==> src/rtl/mem_arb_pkg.sv <==
// Shared types and defaults for the three-way RAM port arbiter.
// The top honours the optional MEM_ARB_FWD_EN build macro for same-bundle store-to-load forwarding.
package mem_arb_pkg;

  localparam int unsigned ADDR_W_DEF     = 8;
  localparam int unsigned DATA_W_DEF     = 16;
  localparam int unsigned STARVE_MAX_DEF = 4;

  typedef enum logic [1:0] {
    OWN_NONE  = 2'd0,
    OWN_FETCH = 2'd1,
    OWN_D0    = 2'd2,
    OWN_D1    = 2'd3
  } owner_t;

  // Owner of the read data returning next cycle; stores return nothing.
  // A forwarded d1 load rides with a d0 store and is served from the forward register instead.
  function automatic owner_t read_owner(input logic gnt_f, input logic gnt_d0,
                                        input logic gnt_d1, input logic we_d0,
                                        input logic we_d1);
    owner_t own;
    own = OWN_NONE;
    if (gnt_d0) begin
      own = we_d0 ? OWN_NONE : OWN_D0;
    end else if (gnt_d1) begin
      own = we_d1 ? OWN_NONE : OWN_D1;
    end else if (gnt_f) begin
      own = OWN_FETCH;
    end
    return own;
  endfunction

endpackage

==> src/rtl/mem_arb_starve_ctr.sv <==
// Saturating count of consecutive denied fetch cycles; starve_hit forces fetch to win.
module mem_arb_starve_ctr
  import mem_arb_pkg::*;
#(
  parameter int unsigned STARVE_MAX = STARVE_MAX_DEF
) (
  input  logic clk,
  input  logic reset,
  input  logic fetch_req,
  input  logic fetch_gnt,
  output logic starve_hit
);

  localparam int unsigned CNT_W = (STARVE_MAX < 1) ? 1 : $clog2(STARVE_MAX + 1);
  localparam logic [CNT_W-1:0] CNT_MAX = CNT_W'(STARVE_MAX);

  logic [CNT_W-1:0] cnt_q;
  logic [CNT_W-1:0] cnt_d;

  always_comb begin
    cnt_d = cnt_q;
    if (!fetch_req || fetch_gnt) begin
      cnt_d = '0;
    end else if (cnt_q != CNT_MAX) begin
      cnt_d = cnt_q + 1'b1;
    end
  end

  always_ff @(posedge clk) begin
    if (reset) begin
      cnt_q <= '0;
    end else begin
      cnt_q <= cnt_d;
    end
  end

  assign starve_hit = (cnt_q == CNT_MAX);

endmodule

==> src/rtl/mem_port_arbiter.sv <==
// Single-port RAM arbiter for fetch and the two issue slots (d0 > d1 > fetch, anti-starvation).
// Build macro MEM_ARB_FWD_EN enables same-bundle d0-store to d1-load forwarding.
module mem_port_arbiter
  import mem_arb_pkg::*;
#(
  parameter int unsigned ADDR_W     = ADDR_W_DEF,
  parameter int unsigned DATA_W     = DATA_W_DEF,
  parameter int unsigned STARVE_MAX = STARVE_MAX_DEF
) (
  input  logic              clk,
  input  logic              reset,
  input  logic              fetch_req,
  input  logic [ADDR_W-1:0] fetch_addr,
  output logic              fetch_gnt,
  output logic              fetch_rvalid,
  output logic [DATA_W-1:0] fetch_rdata,
  input  logic              d0_req,
  input  logic              d0_we,
  input  logic [ADDR_W-1:0] d0_addr,
  input  logic [DATA_W-1:0] d0_wdata,
  output logic              d0_gnt,
  output logic              d0_rvalid,
  output logic [DATA_W-1:0] d0_rdata,
  input  logic              d1_req,
  input  logic              d1_we,
  input  logic [ADDR_W-1:0] d1_addr,
  input  logic [DATA_W-1:0] d1_wdata,
  output logic              d1_gnt,
  output logic              d1_rvalid,
  output logic [DATA_W-1:0] d1_rdata,
  output logic [ADDR_W-1:0] mem_addr,
  output logic              mem_we,
  output logic [DATA_W-1:0] mem_wdata,
  input  logic [DATA_W-1:0] mem_rdata,
  output logic              bundle_stall
);

  logic   starve_hit;
  logic   fetch_force;
  owner_t rd_owner_q;
  owner_t rd_owner_d;
  logic [1:0] slot_req;
  logic [1:0] slot_gnt;
  logic [1:0] slot_wait;

`ifdef MEM_ARB_FWD_EN
  logic              fwd_hit;
  logic              fwd_valid_q;
  logic [DATA_W-1:0] fwd_data_q;
`endif

  mem_arb_starve_ctr #(
    .STARVE_MAX (STARVE_MAX)
  ) u_starve (
    .clk        (clk),
    .reset      (reset),
    .fetch_req  (fetch_req),
    .fetch_gnt  (fetch_gnt),
    .starve_hit (starve_hit)
  );

  assign fetch_force = fetch_req & starve_hit;

  // d1 is only considered when d0 is idle, which keeps p0's access ahead of p1's.
  always_comb begin
    fetch_gnt = 1'b0;
    d0_gnt    = 1'b0;
    d1_gnt    = 1'b0;
`ifdef MEM_ARB_FWD_EN
    fwd_hit   = 1'b0;
`endif
    if (!reset) begin
      if (fetch_force) begin
        fetch_gnt = 1'b1;
      end else if (d0_req) begin
        d0_gnt = 1'b1;
`ifdef MEM_ARB_FWD_EN
        if (d0_we && d1_req && !d1_we && (d0_addr == d1_addr)) begin
          d1_gnt  = 1'b1;
          fwd_hit = 1'b1;
        end
`endif
      end else if (d1_req) begin
        d1_gnt = 1'b1;
      end else if (fetch_req) begin
        fetch_gnt = 1'b1;
      end
    end
  end

  // In the forwarding case d0 owns the RAM port; d1 is served from fwd_data_q.
  always_comb begin
    mem_addr  = '0;
    mem_we    = 1'b0;
    mem_wdata = '0;
    if (d0_gnt) begin
      mem_addr  = d0_addr;
      mem_we    = d0_we;
      mem_wdata = d0_wdata;
    end else if (d1_gnt) begin
      mem_addr  = d1_addr;
      mem_we    = d1_we;
      mem_wdata = d1_wdata;
    end else if (fetch_gnt) begin
      mem_addr  = fetch_addr;
    end
  end

  assign rd_owner_d = read_owner(fetch_gnt, d0_gnt, d1_gnt, d0_we, d1_we);

  always_ff @(posedge clk) begin
    if (reset) begin
      rd_owner_q <= OWN_NONE;
    end else begin
      rd_owner_q <= rd_owner_d;
    end
  end

`ifdef MEM_ARB_FWD_EN
  always_ff @(posedge clk) begin
    if (reset) begin
      fwd_valid_q <= 1'b0;
      fwd_data_q  <= '0;
    end else begin
      fwd_valid_q <= fwd_hit;
      if (fwd_hit) begin
        fwd_data_q <= d0_wdata;
      end
    end
  end

  assign d1_rvalid = ~reset & ((rd_owner_q == OWN_D1) | fwd_valid_q);
  assign d1_rdata  = fwd_valid_q ? fwd_data_q : mem_rdata;
`else
  assign d1_rvalid = ~reset & (rd_owner_q == OWN_D1);
  assign d1_rdata  = mem_rdata;
`endif

  assign fetch_rvalid = ~reset & (rd_owner_q == OWN_FETCH);
  assign d0_rvalid    = ~reset & (rd_owner_q == OWN_D0);
  assign fetch_rdata  = mem_rdata;
  assign d0_rdata     = mem_rdata;

  assign slot_req = {d1_req, d0_req};
  assign slot_gnt = {d1_gnt, d0_gnt};

  generate
    for (genvar gi = 0; gi < 2; gi++) begin : g_slot_wait
      assign slot_wait[gi] = slot_req[gi] & ~slot_gnt[gi];
    end
  endgenerate

  assign bundle_stall = ~reset & (|slot_wait);

endmodule
==> config.mk <==
export PLATFORM = sky130hd
export DESIGN_NAME = mem_port_arbiter
export DESIGN_NICKNAME = d
export VERILOG_FILES = /design/src/rtl/mem_arb_pkg.sv /design/src/rtl/mem_arb_starve_ctr.sv /design/src/rtl/mem_port_arbiter.sv
export SDC_FILE = /design/constraint.sdc
export NUM_CORES = 1
export LEC_CHECK = 0
export ABC_CLOCK_PERIOD_IN_PS = 5300
export CELL_PAD_IN_SITES_DETAIL_PLACEMENT = 1
export CELL_PAD_IN_SITES_GLOBAL_PLACEMENT = 2
export CORE_ASPECT_RATIO = 0.75
export CORE_UTILIZATION = 11
export DETAILED_ROUTE_END_ITERATION = 16
export PLACE_DENSITY = 0.82
export SYNTH_ARGS = -nofsm -noshare
export SYNTH_HDL_FRONTEND = slang
export SYNTH_HIERARCHICAL = 1
export SYNTH_SLANG_ARGS = --single-unit
==> constraint.sdc <==
create_clock -name clk -period 5.3 [get_ports clk]
set_clock_uncertainty 0.05 [all_clocks]
set_input_delay 0.795 -clock clk [delete_from_list [all_inputs] [get_ports clk]]
set_output_delay 0.795 -clock clk [all_outputs]
set_load 0.02 [all_outputs]
==> results of run 1 <==
==> how the worst min path moves through the flow <==
stage	start	end	slack, ns	cells after the start
2_1_floorplan	u_starve/cnt_q[1]$_SDFFE_PP0P_	u_starve/cnt_q[1]$_SDFFE_PP0P_	0.41	2
3_3_place_gp	u_starve/cnt_q[1]$_SDFFE_PP0P_	u_starve/cnt_q[1]$_SDFFE_PP0P_	0.42	2
3_5_place_dp	u_starve/cnt_q[1]$_SDFFE_PP0P_	u_starve/cnt_q[1]$_SDFFE_PP0P_	0.45	2
4_1_cts	u_starve/cnt_q[1]$_SDFFE_PP0P_	u_starve/cnt_q[1]$_SDFFE_PP0P_	0.45	2
5_1_grt	u_starve/cnt_q[1]$_SDFFE_PP0P_	u_starve/cnt_q[1]$_SDFFE_PP0P_	0.48	2
6_report	u_starve/cnt_q[1]$_SDFFE_PP0P_	u_starve/cnt_q[1]$_SDFFE_PP0P_	0.45	2
==> power breakdown <==
part / internal (µW) / switching (µW)
clock: 99.8 / 25.3
sequential: 39.6 / 1.39
combinational: 83.1 / 58.8
==> through the flow <==
stage	hold slack, ns	total power [µW]	std cells
2_1_floorplan	0.406	156	144
3_3_place_gp	0.418	183	319
5_1_grt	0.485	325	323
3_5_place_dp	0.446	185	319
4_1_cts	0.450	314	323
6_report	0.450	308	323
==> worst max-delay path: cells and delay by family <==
family | cells | cell delay, ns
buffers and inverters | 2 | 1.30
AOI/OAI and AO/OA | 3 | 1.01
==> logic make-up after synthesis <==
logic type / after synthesis / synth area share, %
AOI/OAI and AO/OA: 52 / 38.8
adders and majority gates: 2 / 2.14
buffers and inverters: 67 / 40.1
DFF: 5 / 8.56
and+or+nand+nor: 18 / 10.4
==> final cells by class <==
| type | count | area, µm² | share of cell area [%] |
|---|---|---|---|
| Clock buffer | 4 | 78.8 | 4.06 |
| Inverter | 12 | 50.0 | 2.58 |
| Multi-Input combinational cell | 72 | 601 | 30.9 |
| Timing Repair Buffer | 94 | 941 | 48.5 |
| Tap cell | 136 | 170 | 8.77 |
| Sequential cell | 5 | 100 | 5.16 |
==> registers in the layout (all words and copies together) (netlist names) <==
| signal | flops |
|---|---|
| rd_owner_q | 2 |
| u_starve/cnt_q | 3 |
==> synthesized netlist by cell type <==
| master | n |
|---|---|
| buf_4 | 50 |
| a22o_1 | 16 |
| a21oi_1 | 11 |
| inv_1 | 10 |
| o21a_1 | 8 |
| o32ai_2 | 8 |
| dfxtp_1 | 5 |
| buf_6 | 3 |
| nor2_1 | 3 |
| a21o_1 | 2 |
| and2_1 | 2 |
| and3b_1 | 2 |
| buf_2 | 2 |
| ha_1 | 2 |
| inv_4 | 2 |
| nand3_1 | 2 |
| nor3b_1 | 2 |
| o22ai_1 | 2 |
| a21bo_2 | 1 |
| a21oi_2 | 1 |
| a22oi_1 | 1 |
| nand2_1 | 1 |
| nand2_2 | 1 |
| nand2_4 | 1 |
| nand2b_1 | 1 |
| nor2b_1 | 1 |
| nor3_2 | 1 |
| o21ai_1 | 1 |
| o21ba_1 | 1 |
| or3b_4 | 1 |
==> routing by layer <==
metal	track usage, %	part of all wire [%]	vias to the layer above
met1	7.27	38	523
met2	14.0	54	53
li1	-	-	552
met3	1.88	7.4	5
met4	2.37	0.87	0
met5	0	0	-
==> results.md, run 1 <==
* Status: finished, final reports clean
* Kind of critical path: primary input to output port
* Highest clock rate at 0.252 GHz
* Placed cell area at 1860 µm²
* Cells after Synth at 144
* Chip Width at 121 µm
* CTS Buffer Depth at 2
* Clock-pin slew of the registers on the worst-case setup and hold paths at 0.03 ns
* Final Setup Violations at 0
* Layout Nets at 269
* Vias/cell at 3.51
* Reg2Reg Depth at 7
* Setup ws final at 1.34 ns
* Syn nets at 225
* Core area at 10,300 µm²
* Synth area leaders: buf_4 32%, a22o_1 12%, o32ai_2 11%
* RSZ-0062 raised after global routing: no
* Hold-fix buffer count after cts at 0
* Area Growth Syn to Fin at 65.9%
* Fin util at 18.8%
* Crit path launch: d0_req
* Slew @ Worst Pin at 0.642 ns
* GRT Overall Usage at 7.19%
* Most frequent cells in the layout: 94 x clkdlybuf4s50_1, 16 x a22o_1, 11 x a21oi_1
* Clk_lat worst skew at 0.23 ns
* Min-Delay Path Class: flip-flop to flip-flop
* TNS Setup at 0 ns
* Final clock period utilization by the worst path at 74.7%
* Final hold violation count at 0
* Post-CTS Setup Inserts at 0
* Syn avg cell area at 8.12 µm²
* Crit path to: mem_addr[5]
* Reg-to-reg slack, setup at 2.79 ns
* Share of layout cells above drive strength 1 at 10.2%
* Starting DRT DRC Count at 12
* CP max stage cell: clkdlybuf4s50_1
* Commonest non-fill, non-tap cell in the layout: clkdlybuf4s50_1
* Post-DP HPWL at 3300 µm
* Number of I/O pins at 159
* Worst r2r src: u_starve/cnt_q[0]$_SDFFE_PP0P_
* Max Cap Viol at 0
* CTS buffer count at 3
* Detailed Routing Iterations Pass 1 at 2
* Yosys top cell by area: buf_4
* CTS resizes at 0
* Period minus WS final at 3.96 ns
* Seq cells post-synth at 5
* CTS tree: done
* Synth cell types at 30
* DRC viols at 0
* Startpoint types: primary input
* Root Driver: clkbuf_16
* Cell mode on critical path: clkdlybuf4s50_1
* Worst-path maximum fanout at 13
* Final instance area at 1940 µm²
* CTS Sinks at 5
* # diodes at 0
* Largest net degree at the start of global routing at 18
* Placer Congestion at 0.658
* Fill count at 1,251
* Reg2reg end: u_starve/cnt_q[2]$_SDFFE_PP0P_
* Slew Viols, Final at 0
* Initial Util at 11.3%
* Cell Area, Synth at 1170 µm²
* Leakage at 0.000706 µW
* Vias in the first global route at 1,194
* Worst slew margin at 57.2%
* Overall via count from detail_route at 1,133
* Worst-path cell chain: clkdlybuf4s50_1 > o21ba_1 > o32ai_2 > o21a_1 > clkdlybuf4s50_1
* First-pass GRT wire length at 6120 µm
* Area share of the largest cell type after synthesis at 32.1%
* Initial antenna violation count at 0
* Rows at 32
* Die Y at 91.3 µm
* Die area at 11,100 µm²
* Routed len/inst at 12.9 µm
* Buffers on Ports at 94
* VDD IR max at 73.6 µV
* DRT Wirelength at 4160 µm
* Pwr per Cell Area at 159 nW/µm²
* Pre-CTS setup slack at 1.25 ns
* Critical Path Sink Type: output port
* WP data required at 4.45 ns
* Total gr overflow at 0
* Antenna Violating Nets Remaining at 0
* Crit-path max cell delay at 0.71 ns
* Register area share after synthesis at 8.56%
* Critical path data arrival time at 3.12 ns
* Yosys warning count at 6
* H-tree Lvls at 1
(Power assumes the default switching activity.)
==> run 2, diff against run 1 <==
ABC_CLOCK_PERIOD_IN_PS = 3800   (was 5300)
clock period = 3.8 ns   (was 5.3 ns; I/O delays follow)
==> run 2 against run 1 <==
  * Final cell count grew 0.93%
  * Wire length fell by 0.70%
  * Clock power up 38%
  * Non-clock buffer count rose by 3
  * Critical path depth unchanged
  * Flip-flop and latch count unchanged
  * Critical path type unchanged
  * Critical endpoint unchanged
  * Worst hold slack improved by 0.0021 ns
  * Register-to-register slack worse by 1.2 ns
  * Largest cell class unchanged
  * Design area rose by 1.2%
  * First-iteration DRC count is 17% lower
==> results.md, run 2 (same netlist as run 1, synthesis figures left out) <==
* Status: finished, final reports clean (unchanged)
* Overall via count from detail_route at 1,149 (was 1,133)
* Rows at 32 (unchanged)
* First-pass GRT wire length at 6250 µm (was 6120 µm)
* DRC viols at 0 (unchanged)
* Total power at 430 µW (was 308 µW)
* RSZ-0062 raised after global routing: no (unchanged)
* Critical Path Sink Type: output port (unchanged)
* CTS buffer count at 3 (unchanged)
* Starting DRT DRC Count at 10 (was 12)
* Detailed Routing Iterations Pass 1 at 3 (was 2)
* Vias/cell at 3.52 (was 3.51)
* Max Cap Viol at 0 (unchanged)
* H-tree Lvls at 1 (unchanged)
* Pwr per Cell Area at 219 nW/µm² (was 159 nW/µm²)
* WP data required at 3.18 ns (was 4.45 ns)
* Fill count at 1,236 (was 1,251)
* Regs by FF count: u_starve/cnt_q (3), rd_owner_q (2) (unchanged)
* VDD IR max at 115 µV (was 73.6 µV)
* Share of layout cells above drive strength 1 at 11.6% (was 10.2%)
* TNS Setup at 0 ns (unchanged)
* DRT Wirelength at 4130 µm (was 4160 µm)
* Fin util at 19.0% (was 18.8%)
* Clock-pin slew of the registers on the worst-case setup and hold paths at 0.03 ns (about the same)
* CTS Sinks at 5 (unchanged)
* Startpoint types: primary input (unchanged)
* Antenna Violating Nets Remaining at 0 (unchanged)
* Initial antenna violation count at 0 (unchanged)
* Number of flip-flops in the largest register at 3 (unchanged)
* Buffers on Ports at 94 (unchanged)
* GRT Overall Usage at 7.20% (was 7.19%)
* Kind of critical path: primary input to output port (unchanged)
* Final Setup Violations at 0 (unchanged)
* Most flop-heavy register: u_starve/cnt_q (unchanged)
* Root Driver: clkbuf_16 (unchanged)
* Worst Hold Slack at 0.452 ns (was 0.450 ns)
* Worst slew margin at 54.1% (was 57.2%)
* Clk_lat worst skew at 0.22 ns (was 0.23 ns)
* # diodes at 0 (unchanged)
* CTS resizes at 0 (unchanged)
* CTS tree: done (unchanged)
* Layout Nets at 272 (was 269)
* DR top layer: met4 (unchanged)
* Period minus WS final at 3.35 ns
* Met2 wire len at 2150 µm (was 2230 µm)
* Met3 routed WL at 301 µm (was 309 µm)
* Chip Width at 121 µm (unchanged)
* Hold-fix buffer count after cts at 0 (unchanged)
* Final hold violation count at 0 (unchanged)
* Slew Viols, Final at 0 (unchanged)
* Critical path data arrival time at 2.73 ns (was 3.12 ns)
* Die Y at 91.3 µm (unchanged)
* Most frequent cells in the layout: 94 x clkdlybuf4s50_1, 16 x a22o_1, 11 x a21oi_1 (unchanged)
* Number of I/O pins at 159 (unchanged)
* Total gr overflow at 0 (unchanged)
* Crit path launch: reset (was d0_req)
* Core area at 10,300 µm² (unchanged)
* Wl on met1 at 1670 µm (was 1580 µm)
* Post-CTS Setup Inserts at 0 (unchanged)
* Routed len/inst at 12.7 µm (was 12.9 µm)
* Largest net degree at the start of global routing at 18 (unchanged)
* Commonest non-fill, non-tap cell in the layout: clkdlybuf4s50_1 (unchanged)
* Die area at 11,100 µm² (unchanged)
* Area Growth Syn to Fin at 67.8% (was 65.9%)
* Placer Congestion at 0.637 (was 0.658)
* Vias in the first global route at 1,189 (was 1,194)
* Worst-path maximum fanout at 10 (was 13)
* Initial Util at 11.3% (unchanged)
* Min-Delay Path Class: flip-flop to flip-flop (unchanged)
* Post-DP HPWL at 3370 µm (was 3300 µm)
* CTS Buffer Depth at 2 (unchanged)
* Worst r2r src: u_starve/cnt_q[0]$_SDFFE_PP0P_ (unchanged)
* Highest clock rate at 0.299 GHz
* Leakage at 0.000721 µW (was 0.000706 µW)
* Final clock period utilization by the worst path at 88.1%
* Slew @ Worst Pin at 0.689 ns (was 0.642 ns)
* Worst Hold Launch: u_starve/cnt_q[1]$_SDFFE_PP0P_ (unchanged)
==> run 2: routing by layer <==
layer | global-route usage, % | vias up
met1 | 8.02 | 538
met2 | 13.8 | 54
li1 | - | 554
met4 | 0.823 | 0
met3 | 1.95 | 3
met5 | 0 | -
==> run 2: worst paths after layout <==
kind                                         end  slack [ns]  cells past startpoint
setup / recovery                     mem_addr[5]        0.45                      5
hold reg to reg   u_starve/cnt_q[1]$_SDFFE_PP0P_        0.45                      2
hold / removal    u_starve/cnt_q[1]$_SDFFE_PP0P_        0.45                      2
setup reg to reg  u_starve/cnt_q[2]$_SDFFE_PP0P_        1.56                      8
==> run 2: final cells by class <==
type	count	area, µm²	area share (%)
Timing Repair Buffer	97	963	49.1
Sequential cell	5	100	5.10
Inverter	12	50.0	2.55
Tap cell	136	170	8.67
Multi-Input combinational cell	72	601	30.6
Clock buffer	4	78.8	4.02
==> run 2: through the flow <==
step	area (µm²)	cells	worst slack (ns)
after floorplan	1170	144	1.52
after global placement	1880	322	0.468
after detailed placement	1880	322	0.412
after CTS	1960	326	0.403
after global routing	1960	326	0.313
final	1960	326	0.453
==> run 2: worst max-delay path, cell delays in order <==
cell and delay, ns:
clkdlybuf4s50_1 0.54, nand2b_1 0.51, o32ai_2 0.35, o21a_1 0.16
clkdlybuf4s50_1 0.59
==> run 2: power by group <==
group	internal, µW	switching [µW]
Sequential	55.2	1.97
Combinational	118	83.2
Clock	139	33.0
Total	312	118
